===== config.mk =====
export PLATFORM = sky130hd
export DESIGN_NAME = fetch_queue_flat
export DESIGN_NICKNAME = d
export VERILOG_FILES = /design/src/rtl/fetch_queue_pkg.sv /design/src/rtl/fetch_queue_if.sv /design/src/rtl/fetch_queue_chk.sv /design/src/rtl/fetch_queue.sv /design/src/flat_wrapper.sv
export SDC_FILE = /design/constraint.sdc
export NUM_CORES = 1
export LEC_CHECK = 0
export CAP_MARGIN = 20
export CORE_ASPECT_RATIO = 0.7
export CORE_UTILIZATION = 40
export CTS_BUF_LIST = sky130_fd_sc_hd__clkbuf_8
export DETAILED_ROUTE_END_ITERATION = 8
export PLACE_DENSITY_LB_ADDON = 0.12
export SYNTH_ARGS = -nofsm -noshare
export SYNTH_HDL_FRONTEND = slang
export SYNTH_SLANG_ARGS = --single-unit

===== constraint.sdc =====
create_clock -name clk -period 12.1 [get_ports clk]
set_input_delay 3.63 -clock clk [delete_from_list [all_inputs] [get_ports clk]]
set_output_delay 3.63 -clock clk [all_outputs]
set_load 0.1 [all_outputs]

===== src/rtl/fetch_queue_pkg.sv =====
// Shared types for the fetch queue: the fetch entry record and the
// width helpers used to size pointers and counters.
package fetch_queue_pkg;

    typedef logic [31:0] word_t;

    typedef struct packed {
        word_t pc;
        word_t instr;
        logic  addr_err;       // AdEL raised on fetch
        logic  in_delay_slot;
    } fetch_entry_t;

    localparam int unsigned ENTRY_W = $bits(fetch_entry_t);

    // Pointer width for a power-of-two queue depth.
    function automatic int unsigned fq_ptr_w(input int unsigned depth);
        return $clog2(depth);
    endfunction

    // Width of a counter that must hold the values 0..n inclusive.
    function automatic int unsigned fq_cnt_w(input int unsigned n);
        return $clog2(n + 1);
    endfunction

endpackage


===== src/rtl/fetch_queue_if.sv =====
// Fetch/decode side bundle of the fetch queue. The master drives pushes,
// pops and flush; the slave is the queue itself.
interface fetch_queue_if
    import fetch_queue_pkg::*;
#(
    parameter int unsigned DEPTH = 8,
    parameter int unsigned NPUSH = 2,
    parameter int unsigned NPOP  = 2
) ();

    localparam int unsigned PUSH_CNT_W = fq_cnt_w(NPUSH);
    localparam int unsigned POP_CNT_W  = fq_cnt_w(NPOP);
    localparam int unsigned OCC_W      = fq_cnt_w(DEPTH);

    logic                       flush;
    logic                       push_valid;
    logic [PUSH_CNT_W-1:0]      push_count;
    fetch_entry_t [NPUSH-1:0]   push_data;
    logic                       push_ready;
    logic [POP_CNT_W-1:0]       pop_req;
    logic [NPOP-1:0]            out_valid;
    fetch_entry_t [NPOP-1:0]    out_data;
    logic [OCC_W-1:0]           occupancy;

    modport master (
        output flush, push_valid, push_count, push_data, pop_req,
        input  push_ready, out_valid, out_data, occupancy
    );

    modport slave (
        input  flush, push_valid, push_count, push_data, pop_req,
        output push_ready, out_valid, out_data, occupancy
    );

endinterface


===== src/rtl/fetch_queue_chk.sv =====
// Simulation-only protocol checks for the fetch queue; carries no logic
// that affects the datapath.
module fetch_queue_chk
    import fetch_queue_pkg::*;
#(
    parameter int unsigned DEPTH = 8,
    parameter int unsigned NPUSH = 2,
    parameter int unsigned PUSH_CNT_W = 2,
    parameter int unsigned OCC_W = 4
) (
    input logic                  clk,
    input logic                  resetn,
    input logic                  push_valid,
    input logic [PUSH_CNT_W-1:0] push_count,
    input logic [OCC_W-1:0]      occupancy
);

    // Fetch must never offer more slots than the push port carries.
    push_count_legal_a: assert property (
        @(posedge clk) disable iff (!resetn)
        push_valid |-> (push_count <= PUSH_CNT_W'(NPUSH))
    );

    // Entry accounting stays within the storage.
    occupancy_bound_a: assert property (
        @(posedge clk) disable iff (!resetn)
        occupancy <= OCC_W'(DEPTH)
    );

    // Reset leaves the queue empty on the following cycle.
    reset_empties_a: assert property (
        @(posedge clk) !resetn |=> (occupancy == OCC_W'(0))
    );

endmodule


===== src/rtl/fetch_queue.sv =====
// Multi-issue instruction queue between fetch and decode: up to NPUSH
// entries in and NPOP entries out per cycle, single-cycle flush.
module fetch_queue
    import fetch_queue_pkg::*;
#(
    parameter int unsigned DEPTH = 8,
    parameter int unsigned NPUSH = 2,
    parameter int unsigned NPOP  = 2
) (
    input logic          clk,
    input logic          resetn,
    fetch_queue_if.slave fq
);

    localparam int unsigned PTR_W      = fq_ptr_w(DEPTH);
    localparam int unsigned PUSH_CNT_W = fq_cnt_w(NPUSH);
    localparam int unsigned POP_CNT_W  = fq_cnt_w(NPOP);
    localparam int unsigned OCC_W      = fq_cnt_w(DEPTH);

    typedef logic [PTR_W-1:0] ptr_t;
    typedef logic [OCC_W-1:0] occ_t;

    // Slot index modulo DEPTH; DEPTH is a power of two so truncation wraps.
    function automatic ptr_t ptr_add(input ptr_t p, input occ_t n);
        occ_t sum;
        sum = OCC_W'(p) + n;
        return sum[PTR_W-1:0];
    endfunction

    ptr_t                  head_r;
    ptr_t                  tail_r;
    occ_t                  occ_r;
    fetch_entry_t          mem_r [DEPTH];

    logic [PUSH_CNT_W-1:0] push_cnt_s;
    occ_t                  push_acc_s;
    occ_t                  pop_req_s;
    occ_t                  pop_acc_s;
    occ_t                  free_s;
    logic                  push_ready_s;
    ptr_t                  head_nxt_s;
    ptr_t                  tail_nxt_s;
    occ_t                  occ_nxt_s;
    ptr_t                  wr_idx_s [NPUSH];
    ptr_t                  rd_idx_s [NPOP];

    // Readiness looks only at registered occupancy, so a same-cycle pop
    // never feeds back into fetch.
    always_comb begin
        free_s       = OCC_W'(DEPTH) - occ_r;
        push_ready_s = (free_s >= OCC_W'(NPUSH));
    end

    // Accepted push and pop counts; oversized requests are clipped.
    always_comb begin
        if (fq.push_count > PUSH_CNT_W'(NPUSH)) begin
            push_cnt_s = PUSH_CNT_W'(NPUSH);
        end else begin
            push_cnt_s = fq.push_count;
        end

        if (fq.push_valid && push_ready_s) begin
            push_acc_s = OCC_W'(push_cnt_s);
        end else begin
            push_acc_s = '0;
        end

        pop_req_s = OCC_W'(fq.pop_req);
        if (pop_req_s > occ_r) begin
            pop_acc_s = occ_r;
        end else begin
            pop_acc_s = pop_req_s;
        end
    end

    // Next pointers, occupancy and per-slot write/read addresses.
    always_comb begin
        head_nxt_s = ptr_add(head_r, pop_acc_s);
        tail_nxt_s = ptr_add(tail_r, push_acc_s);
        occ_nxt_s  = occ_r + push_acc_s - pop_acc_s;
        for (int i = 0; i < NPUSH; i++) begin
            wr_idx_s[i] = ptr_add(tail_r, OCC_W'(i));
        end
        for (int i = 0; i < NPOP; i++) begin
            rd_idx_s[i] = ptr_add(head_r, OCC_W'(i));
        end
    end

    // Pointer and occupancy registers; reset and flush both empty the queue.
    always_ff @(posedge clk) begin
        if (!resetn || fq.flush) begin
            head_r <= '0;
            tail_r <= '0;
            occ_r  <= '0;
        end else begin
            head_r <= head_nxt_s;
            tail_r <= tail_nxt_s;
            occ_r  <= occ_nxt_s;
        end
    end

    // Entry storage is not reset; a flush drops the same-cycle push.
    always_ff @(posedge clk) begin
        if (resetn && !fq.flush) begin
            for (int i = 0; i < NPUSH; i++) begin
                if (OCC_W'(i) < push_acc_s) begin
                    mem_r[wr_idx_s[i]] <= fq.push_data[i];
                end
            end
        end
    end

    // Head window: depends only on registered state, zero where invalid.
    always_comb begin
        fq.out_valid = '0;
        fq.out_data  = '0;
        for (int i = 0; i < NPOP; i++) begin
            if (occ_r > OCC_W'(i)) begin
                fq.out_valid[i] = 1'b1;
                fq.out_data[i]  = mem_r[rd_idx_s[i]];
            end else begin
                fq.out_valid[i] = 1'b0;
                fq.out_data[i]  = '0;
            end
        end
    end

    assign fq.push_ready = push_ready_s;
    assign fq.occupancy  = occ_r;

    fetch_queue_chk #(
        .DEPTH      (DEPTH),
        .NPUSH      (NPUSH),
        .PUSH_CNT_W (PUSH_CNT_W),
        .OCC_W      (OCC_W)
    ) u_chk (
        .clk        (clk),
        .resetn     (resetn),
        .push_valid (fq.push_valid),
        .push_count (fq.push_count),
        .occupancy  (occ_r)
    );

endmodule

===== src/flat_wrapper.sv =====
// flat-port wrapper written by rule: the top's interface ports become plain ports
module fetch_queue_flat import fetch_queue_pkg::*;
#(
    parameter int unsigned DEPTH = 8,
    parameter int unsigned NPUSH = 2,
    parameter int unsigned NPOP  = 2
)
  (clk, resetn, fq_flush, fq_push_valid, fq_push_count, fq_push_data, fq_pop_req, fq_push_ready, fq_out_valid, fq_out_data, fq_occupancy);
  fetch_queue_if #(.DEPTH(DEPTH), .NPUSH(NPUSH), .NPOP(NPOP)) fq_i ();
  input logic clk;
  input logic resetn;
  input wire logic [$bits(fq_i.flush)-1:0] fq_flush;
  input wire logic [$bits(fq_i.push_valid)-1:0] fq_push_valid;
  input wire logic [$bits(fq_i.push_count)-1:0] fq_push_count;
  input wire logic [$bits(fq_i.push_data)-1:0] fq_push_data;
  input wire logic [$bits(fq_i.pop_req)-1:0] fq_pop_req;
  output wire logic [$bits(fq_i.push_ready)-1:0] fq_push_ready;
  output wire logic [$bits(fq_i.out_valid)-1:0] fq_out_valid;
  output wire logic [$bits(fq_i.out_data)-1:0] fq_out_data;
  output wire logic [$bits(fq_i.occupancy)-1:0] fq_occupancy;
  assign fq_i.flush = fq_flush;
  assign fq_i.push_valid = fq_push_valid;
  assign fq_i.push_count = fq_push_count;
  assign fq_i.push_data = fq_push_data;
  assign fq_i.pop_req = fq_pop_req;
  assign fq_push_ready = fq_i.push_ready;
  assign fq_out_valid = fq_i.out_valid;
  assign fq_out_data = fq_i.out_data;
  assign fq_occupancy = fq_i.occupancy;
  fetch_queue #(.DEPTH(DEPTH), .NPUSH(NPUSH), .NPOP(NPOP)) u_core (.clk(clk), .resetn(resetn), .fq(fq_i));
endmodule

==> impl_metrics.csv <==
group,metric,value,unit
outcome,status,"complete, no violations",
setup_path,cp_max_fo,162,
setup_path,cp-startpoint,"u_core.head_r[0]",
place,placedCellCount,3149,
setup_path,timing.rr.start,"u_core.fq.occupancy[1]",
global_route,use_met2,0.389,
setup_path,endpoint_kind,"output pin",
sta,holdWs,0.707,ns
logic_synthesis,async_flop_share,0,
global_route,grt_first_pass_wirelength,141000,µm
logic_synthesis,ys_types,39,
place,dp_hpwl,52400,µm
place,io_buffer_count,278,
worst_hold_path,hp-start,"u_core.fq.occupancy[2]",
worst_hold_path,hp-class,"flip-flop to flip-flop",
drt,wl_per_cell,29.6,µm
global_route,grt_pass1_vias,20367,
cells_and_area,final_cells,3315,
sta,finalSetupViolCount,0,
clocking,cts_resized,0,
logic_synthesis,synth_nets,2085,
die,chipWidth,341,µm
sta,worst_pin_slew,1.16,ns
logic_synthesis,syn_inst,1926,
clocking,insertion_delay,0.70,ns
setup_path,cp-start-kind,"flip-flop",
sta,slew_headroom,0.229,
global_route,grt.total_usage,0.239,
die,initial_core_util,0.406,
cells_and_area,nets,2345,
setup_path,crit_type,"flip-flop to output pin",
sta,drv_slew,0,
clocking,clock-root-buffer,"clkbuf_8",
clocking,clkTransAtPathRegs,0.06,ns
sta,max_freq,109,MHz
drt,drc_errors,0,
drt,routed_wl,98200,µm
die,dieArea,81600,µm²
logic_synthesis,yosys_warnings,0,
drt,drt_iter0_drc,1538,
clocking,clockBufferDepth,3,
sta,rsz0062_at_grt,"no",
power,cellPowerDensity,200,nW/µm²
die,rows,86,
logic_synthesis,yosysTopAreaCellShare,0.493,
global_route,met3_usage,0.0495,
logic_synthesis,avgSynthCellArea,16.7,µm²
logic_synthesis,yosysSeqAreaShare,0.499,
logic_synthesis,synth_edf_count,528,
setup_path,critPathRequiredTime,8.47,ns
logic_synthesis,synth-seq-cells,538,
die,boundaryPins,279,
power,p_leak,12.9,nW
power,peakVddDrop,0.163,mV
logic_synthesis,ys.flop_type,"edfxtp_1",
logic_synthesis,netlist_area,32200,µm²
place,routabilityCongestion,0.787,
global_route,antenna_found_initial,13,
cells_and_area,area_delta_synth_final,16.8,%
sta,fin_crit_sh,0.756,
setup_path,cp_data_arrival_time,5.51,ns
global_route,overflow,0,
drt,num_vias,19594,
logic_synthesis,synth_top_cell_by_area,"edfxtp_1",
clocking,post-cts-setup-buffer-count,0,
sta,fin_tns_setup,0,ns
sta,hold_violations,0,
clocking,numCtsBuffers,91,
drt,vias_per_cell,5.91,
clocking,clock-sinks,538,
power,power,0.00754,W
cells_and_area,drive_above_1_share,0.418,
logic_synthesis,netlist_top_cells_area,"edfxtp_1, mux4_2, mux2_2",
drt,drt-pass1-iter-count,5,
clocking,cts_max_level,3,
die,core_area,79200,µm²
drt,antenna_left,0,
global_route,grt_max_degree,163,
global_route,grt.busiest_layer,"met2",
sta,fin_crit,9.14,ns
global_route,met1_usage,0.326,
sta,finalClockSkew,0.0199,ns
clocking,tritoncts,"built",
run,maxCapViolations,0,
die,fp.dieH,239,µm
clocking,cts-hold-fix-buffers,0,
state kept, by name (all words and copies together) (netlist names):
name	count
u_core.fq.occupancy	4
u_core.head_r	3
u_core.tail_r	3
u_core.mem_r	528
Yosys cell counts, types with 2 or more instances:
cell	count
xnor2_1	3
o31ai_1	2
mux2i_1	66
nand2b_1	2
nor3_1	3
clkbuf_1	40
mux4_2	264
xor2_1	5
a21oi_1	68
nand3b_1	2
ha_1	15
nand3_1	4
inv_1	17
nor2b_1	3
mux2_2	296
edfxtp_1	528
buf_2	54
o41ai_1	6
nand2_1	137
buf_6	29
o21ai_0	4
dfxtp_1	10
o211ai_2	8
buf_4	3
fa_1	4
buf_1	30
mux2_4	205
nor2_1	77
and2_1	5
mux2_1	27
area by class of cell:
type	instances	area, µm²
fillers	6907	41600
flip-flops and latches	538	16100
multi-input cells	1215	15400
repair buffers	323	3150
well taps	1056	1320
clock buffers	93	1280
clock inverters	71	339
inverters	17	63.8
diodes	2	5.00
layer usage:
metal,part of all wire,up-vias
met4,0.020,20
met5,0.0012,-
met2,0.48,682
met1,0.43,10436
li1,-,8317
met3,0.064,139
kinds of logic after synthesis:
family | Yosys count | synth area share
multiplexers | 858 | 0.414
flip-flops | 538 | 0.499
AND/OR/NAND/NOR | 238 | 0.0298
buffers and inverters | 173 | 0.0294
AO/OA/AOI/OAI | 92 | 0.0174
adder cells (fa/ha/maj) | 19 | 0.00832
XOR/XNOR | 8 | 0.00218
critical path: stages, from the launching register on:
cell             delay, ns
dfxtp_4               0.92
buf_12                0.84
buf_4                 0.83
mux4_2                0.37
nand2_1               0.06
a21oi_1               0.35
clkdlybuf4s50_1       1.21
power by group:
part / internal (W) / total [W] / switching (W)
Combinational: 0.00111 / 0.00384 / 0.00273
Clock: 0.000753 / 0.00153 / 0.000774
Sequential: 0.00210 / 0.00217 / 0.0000672
Total: 0.00396 / 0.00754 / 0.00357
stage by stage:
step	setup slack, ns	util	instance area (µm²)
final	2.96	0.475	37600
after global routing	2.55	0.475	37600
after CTS	2.87	0.475	37600
after floorplan	0.488	-	32200
after detailed placement	3.67	0.454	36000
after global placement	3.73	0.454	36000
final timing paths:
kind	depth (start not counted)	end	slack, ns
setup / recovery	6	fq_out_data[115]	2.96
hold / removal	3	u_core.head_r[2]	0.71
setup reg to reg	8	u_core.mem_r[3][15]	7.67
hold reg to reg	3	u_core.head_r[2]	0.71
cell usage in the layout, fill, tap and decap left out, types with 27 or more instances in the layout:
cell               n
inv_1             50
mux4_2           264
nand2_1          137
mux2_1            27
mux2i_1           66
nor2_1            77
clkbuf_8          93
a21oi_1           68
edfxtp_1         528
buf_4             43
mux2_4           205
mux2_2           296
clkdlybuf4s50_1  278
Note: power is estimated with default switching activity, not from simulation.
